===== config.mk =====
export PLATFORM = sky130hd
export DESIGN_NAME = instr_fetch
export DESIGN_NICKNAME = d
export VERILOG_FILES = /design/src/rtl/instr_fetch.sv
export SDC_FILE = /design/constraint.sdc
export NUM_CORES = 1
export LEC_CHECK = 0
export CAP_MARGIN = 30
export CORE_MARGIN = 2
export CORE_UTILIZATION = 35
export CTS_CLUSTER_SIZE = 24
export DETAILED_ROUTE_END_ITERATION = 10
export GPL_TIMING_DRIVEN = 0
export PLACE_DENSITY_LB_ADDON = 0.25
export SETUP_SLACK_MARGIN = 0.3
export SLEW_MARGIN = 20
export SYNTH_ARGS = -nofsm -noshare
export SYNTH_HDL_FRONTEND = slang
export SYNTH_SLANG_ARGS = --single-unit

===== constraint.sdc =====
create_clock -name clk -period 3 [get_ports clk]
set_input_delay 0.6 -clock clk [delete_from_list [all_inputs] [get_ports clk]]
set_output_delay 0.6 -clock clk [all_outputs]
set_load 0.05 [all_outputs]

===== src/rtl/instr_fetch.sv =====
// ---------------------------------------------------------------------------
// instr_fetch
//   Fetch stage in front of the control decoder. Owns the program counter,
//   drives a synchronous-read instruction memory, and presents one
//   instruction per cycle with a valid flag. It handles redirects from
//   execute and stalls from downstream. When it presents the program-end
//   instruction, it raises done.
//
// Parameters
//   PC_W        program counter / instruction address width (wraps)
//   INSTR_W     instruction width
//   HALT_INSTR  encoding that terminates the program
//
// Ports
//   clk          in   rising-edge clock
//   reset        in   synchronous active-high reset
//   start        in   one-cycle pulse, begins fetching at address 0
//   stall        in   downstream not ready, hold the presented instruction
//   redirect     in   jump/taken branch for the instruction on instr
//   target       in   absolute redirect address
//   imem_addr    out  instruction memory read address (combinational)
//   imem_rdata   in   instruction memory data, one cycle after imem_addr
//   instr        out  instruction to decoder
//   instr_pc     out  address of instr
//   instr_valid  out  instr is live
//   done         out  program finished, held until start or reset
//
// Optional feature (macro FETCH_PERF_EN)
//   perf_cycles  out  saturating count of cycles spent in RUN
//   perf_instrs  out  saturating count of instr_valid && !stall cycles
// ---------------------------------------------------------------------------
module instr_fetch #(
  parameter int                   PC_W       = 10,
  parameter int                   INSTR_W    = 9,
  parameter logic [INSTR_W-1:0]   HALT_INSTR = 9'h1FE
) (
  input  logic               clk,
  input  logic               reset,
  input  logic               start,
  input  logic               stall,
  input  logic               redirect,
  input  logic [PC_W-1:0]    target,
  output logic [PC_W-1:0]    imem_addr,
  input  logic [INSTR_W-1:0] imem_rdata,
  output logic [INSTR_W-1:0] instr,
  output logic [PC_W-1:0]    instr_pc,
  output logic               instr_valid,
  output logic               done
`ifdef FETCH_PERF_EN
  ,
  output logic [31:0]        perf_cycles,
  output logic [31:0]        perf_instrs
`endif
);

  typedef enum logic [1:0] {
    IDLE = 2'd0,
    RUN  = 2'd1,
    DONE = 2'd2
  } state_t;

  state_t             state;
  state_t             state_next;
  logic [PC_W-1:0]    fpc;
  logic [PC_W-1:0]    fpc_next;
  logic [PC_W-1:0]    req_pc;
  logic [PC_W-1:0]    req_pc_next;
  logic               req_valid;
  logic               req_valid_next;
  logic [INSTR_W-1:0] instr_next;
  logic [PC_W-1:0]    instr_pc_next;
  logic               instr_valid_next;
  logic               done_next;
  logic               halt_hit;

  // Read address. Outside RUN, address 0 is always issued. A start pulse
  // then finds mem[0] on imem_rdata in the first RUN cycle, whatever fpc
  // was left holding by a previous halt. During a stall the outstanding
  // request is re-issued so the data still matches req_pc when the stall
  // releases.
  always_comb begin
    imem_addr = fpc;
    if (state != RUN) begin
      imem_addr = '0;
    end else if (stall && !redirect) begin
      imem_addr = req_pc;
    end else begin
      imem_addr = fpc;
    end
  end

  // A halt counts only when it is actually consumed, that is, when it is
  // valid and not stalled.
  assign halt_hit = instr_valid && (instr == HALT_INSTR) && !stall;

  // Next-state and next-register logic for the fetch FSM.
  always_comb begin
    state_next       = state;
    fpc_next         = fpc;
    req_pc_next      = req_pc;
    req_valid_next   = req_valid;
    instr_next       = instr;
    instr_pc_next    = instr_pc;
    instr_valid_next = instr_valid;
    done_next        = done;

    case (state)
      IDLE, DONE: begin
        if (start) begin
          // Address 0 is being issued this cycle, so the next fetch is 1.
          state_next     = RUN;
          fpc_next       = PC_W'(1);
          req_pc_next    = '0;
          req_valid_next = 1'b1;
          done_next      = 1'b0;
        end else begin
          state_next = state;
        end
      end

      RUN: begin
        if (redirect) begin
          // Squash the presented slot and the in-flight request. The
          // target is issued on the next cycle, which gives a fixed
          // two-bubble penalty.
          instr_valid_next = 1'b0;
          req_valid_next   = 1'b0;
          fpc_next         = target;
        end else if (halt_hit) begin
          state_next       = DONE;
          done_next        = 1'b1;
          instr_valid_next = 1'b0;
          req_valid_next   = 1'b0;
        end else if (!stall) begin
          instr_next       = imem_rdata;
          instr_pc_next    = req_pc;
          instr_valid_next = req_valid;
          req_pc_next      = fpc;
          req_valid_next   = 1'b1;
          fpc_next         = fpc + PC_W'(1);
        end else begin
          // Stall: every register holds its value.
          state_next = RUN;
        end
      end

      default: begin
        state_next = IDLE;
      end
    endcase
  end

  // State and pipeline registers. Reset takes priority over all other inputs.
  always_ff @(posedge clk) begin
    if (reset) begin
      state       <= IDLE;
      fpc         <= '0;
      req_pc      <= '0;
      req_valid   <= 1'b0;
      instr       <= '0;
      instr_pc    <= '0;
      instr_valid <= 1'b0;
      done        <= 1'b0;
    end else begin
      state       <= state_next;
      fpc         <= fpc_next;
      req_pc      <= req_pc_next;
      req_valid   <= req_valid_next;
      instr       <= instr_next;
      instr_pc    <= instr_pc_next;
      instr_valid <= instr_valid_next;
      done        <= done_next;
    end
  end

`ifdef FETCH_PERF_EN
  // Saturating performance counters. They clear when a start is accepted.
  always_ff @(posedge clk) begin
    if (reset) begin
      perf_cycles <= 32'd0;
      perf_instrs <= 32'd0;
    end else if ((state != RUN) && start) begin
      perf_cycles <= 32'd0;
      perf_instrs <= 32'd0;
    end else begin
      if ((state == RUN) && (perf_cycles != 32'hFFFF_FFFF)) begin
        perf_cycles <= perf_cycles + 32'd1;
      end
      if (instr_valid && !stall && (perf_instrs != 32'hFFFF_FFFF)) begin
        perf_instrs <= perf_instrs + 32'd1;
      end
    end
  end
`endif

endmodule


==> metrics.csv <==
metric,value,unit
layer with the highest usage,met2,
crit end category,primary output,
Longest Clk Path Bufs,2,
worst rel slew slack,65.0,%
fmax,0.384,GHz
GRT Residual Overflow,0,
unrepaired setup endpoints after global routing,no,
HP Class,register to register,
Slew Limit Fails,0,
crit-path max FO,10,
register area share after synthesis,43.5,%
CTS Buf Count,5,
ys async rst share,0,%
grt met1 use,24.3,%
TritonCTS clock tree,yes,
Flop pwr share,48.5,%
vias,1931,
Antenna Nets Post-Route,0,
min Tclk post-route,2.60,ns
crit start category,primary input,
sw power,318,uW
DIE HEIGHT,80.1,um
worst hold-check slack,0.457,ns
Avg Vias per Cell,5.20,
Syn-to-layout area delta,36.4,%
Tcrit/Tclk final,86.8,%
post-synth top area cell,dfxtp_1,
Die Wd,80.1,um
type of the worst setup path,primary input to primary output,
initial cell density of the core,36.5,%
Post-synth EDFFs,0,
WP buf/inv,2,
Synth Flop Type,dfxtp_1,
setup TNS,0,ns
Detailed Place HPWL,3.89,mm
Worst-path clk slew,0.09,ns
largest net degree at the start of global routing,15,
crit-path max cell delay,0.58,ns
GRT Util Overall,17.4,%
Rows,27,
setup bufs post-CTS,0,
Syn Inst Count,237,
Internal Pwr Total,937,uW
io pins,55,
die area,6410,um2
Yosys cell types,46,
DRC viols,0,
worst path cell trace,clkdlybuf4s50_1 > nand2b_1 > nor2_4 > a22o_1 > buf_4,
detailed-router iteration count before antenna repair,4,
worst-margin pin slew,0.524,ns
Post-Route WL,5.39,mm
Avg WL per Cell,14.5,um
H-tree depth,2,
vias in the first global route,1781,
hold buffers post-CTS,0,
"CP delay by family, top",buffers and inverters,
Core ar.,5540,um2
Hold Fails Final Rpt,0,
share of cells above drive strength 1,13.7,%
antenna cells,0,
drt first-iter violations,110,
Post-Syn Area per Cell,8.54,um2
placed cell count,363,
initial antenna violation count,0,
Synth top area share,43.5,%
Peak supply drop,0.232,mV
Comb power frac,13.0,%
Port Buffers,54,
root buffer cell,clkbuf_8,
Leakage,0.000978,uW
slowest CP cell,clkdlybuf4s50_1,
data arrival time of the critical path,2.00,ns
endpoints failing setup,0,
WP data required,2.40,ns
Max Clock Skew,0.00294,ns
outcome,"finished, final reports clean",
CTS resizes,65,
Skew-Pair Late Insertion Delay,0.30,ns
synth top area cells,"dfxtp_1 44%, a22o_1 9.1%, a21oi_1 8.4%",
YS warnings,0,
Post-Syn Area,2020,um2
Layout Nets,323,
met2 usage,27.3,%
first-pass GRT wire length,8.71,mm
Net Sw Frac,25.4,%
synthesized flop and latch total,44,
pwr/cell area,455,nW/um2
clk sinks,44,
GPL Wtd Cong,0.850,
max cap viols,0,
GRT met3 Usage,3.82,%
Final Non-Filler Cells,371,
Syn Nets,262,
Clk pwr share,38.5,%
registers in the layout (all words and copies together) (netlist names):
signal and flops:
req_valid 1, instr_pc 10, done 1, fpc 10, instr 9, state 2, req_pc 10, instr_valid 1
through the flow:
| step | instance area (um2) | util (%) | setup slack, ns | total power (uW) |
|---|---|---|---|---|
| after floorplan | 2020 | - | 0.770 | 716 |
| after global placement | 2660 | 47.9 | -0.655 | 784 |
| after detailed placement | 2660 | 47.9 | -0.631 | 785 |
| after CTS | 2760 | 49.8 | 0.416 | 1270 |
| after global routing | 2760 | 49.8 | 0.323 | 1310 |
| final | 2760 | 49.8 | 0.395 | 1260 |
logic make-up (layout without fill, tap and decap cells):
kind of cell | count (synthesis) | count (layout) | share of synthesized area [%]
adders and majority gates | 1 | 1 | 0.618
xor gates and xnor gates | 4 | 4 | 1.73
AOI/OAI and AO/OA | 82 | 82 | 27.9
DFF | 44 | 44 | 43.5
and+or+nand+nor | 86 | 86 | 21.0
buffers and inverters | 19 | 81 | 4.63
muxes | 1 | 1 | 0.556
cells in the final DEF, fill, tap and decap left out, types with 2 or more instances in the layout:
cell and n:
a211oi_1 2, a21oi_1 34, a22o_1 21, a31oi_1 3
and4_1 2, buf_1 3, buf_2 3, buf_4 13
clkbuf_1 4, clkbuf_8 6, clkdlybuf4s50_1 43, dfxtp_1 44
inv_1 4, nand2_1 45, nand2_2 2, nand2b_1 6
nand3_1 5, nand4_1 4, nor2_1 8, nor2_2 2
nor3_2 2, o211ai_1 5, o21ai_0 4, o21ai_1 2
xnor2_1 4
cells in the mapped netlist, types with 4 or more instances:
cell      count
a21oi_1      34
a22o_1       21
clkbuf_1      5
dfxtp_1      44
inv_1         4
nand2_1      45
nand2b_1      6
nand3_1       5
nand4_1       4
nor2_1        9
o211ai_1      5
o21ai_0       4
xnor2_1       4
layout make-up:
cell class                      count  area (um2)
Clock buffer                        6        82.6
Fill cell                         569        2780
Buffer                             15        82.6
Tap cell                           72        90.1
Multi-Input combinational cell    174        1060
Clock inverter                      2        38.8
Timing Repair Buffer               54         514
Sequential cell                    44         881
Inverter                            4        15.0
worst paths after layout:
kind	from	end	slack, ns	depth (start not counted)
setup reg to reg	state[0]$_SDFFE_PP0P_	req_pc[9]$_SDFFE_PP0P_	1.30	5
hold / removal	instr_pc[4]$_SDFFE_PP0P_	instr_pc[4]$_SDFFE_PP0P_	0.46	2
setup / recovery	stall	imem_addr[8]	0.40	5
hold reg to reg	instr_pc[4]$_SDFFE_PP0P_	instr_pc[4]$_SDFFE_PP0P_	0.46	2
worst min-delay path: stages (launching register included):
cell     delay, ns
dfxtp_1       0.32
nand2_1       0.05
a21oi_1       0.05
per-layer routing:
| metal | wire (um) | share of wire (%) | vias up |
|---|---|---|---|
| met4 | 37 | 0.69 | 0 |
| met1 | 2520 | 47 | 893 |
| li1 | - | - | 974 |
| met3 | 342 | 6.3 | 4 |
| met5 | 0 | 0 | - |
| met2 | 2490 | 46 | 60 |
power groups by stage:
stage                     clock network, uW  registers [uW]  logic [uW]
after CTS                               498             608         164
after floorplan                           0             630        85.7
after global placement                    0             622         162
after global routing                    517             611         178
final                                   483             609         164
after detailed placement                  0             622         162
Note: power is estimated with default switching activity, not from simulation.
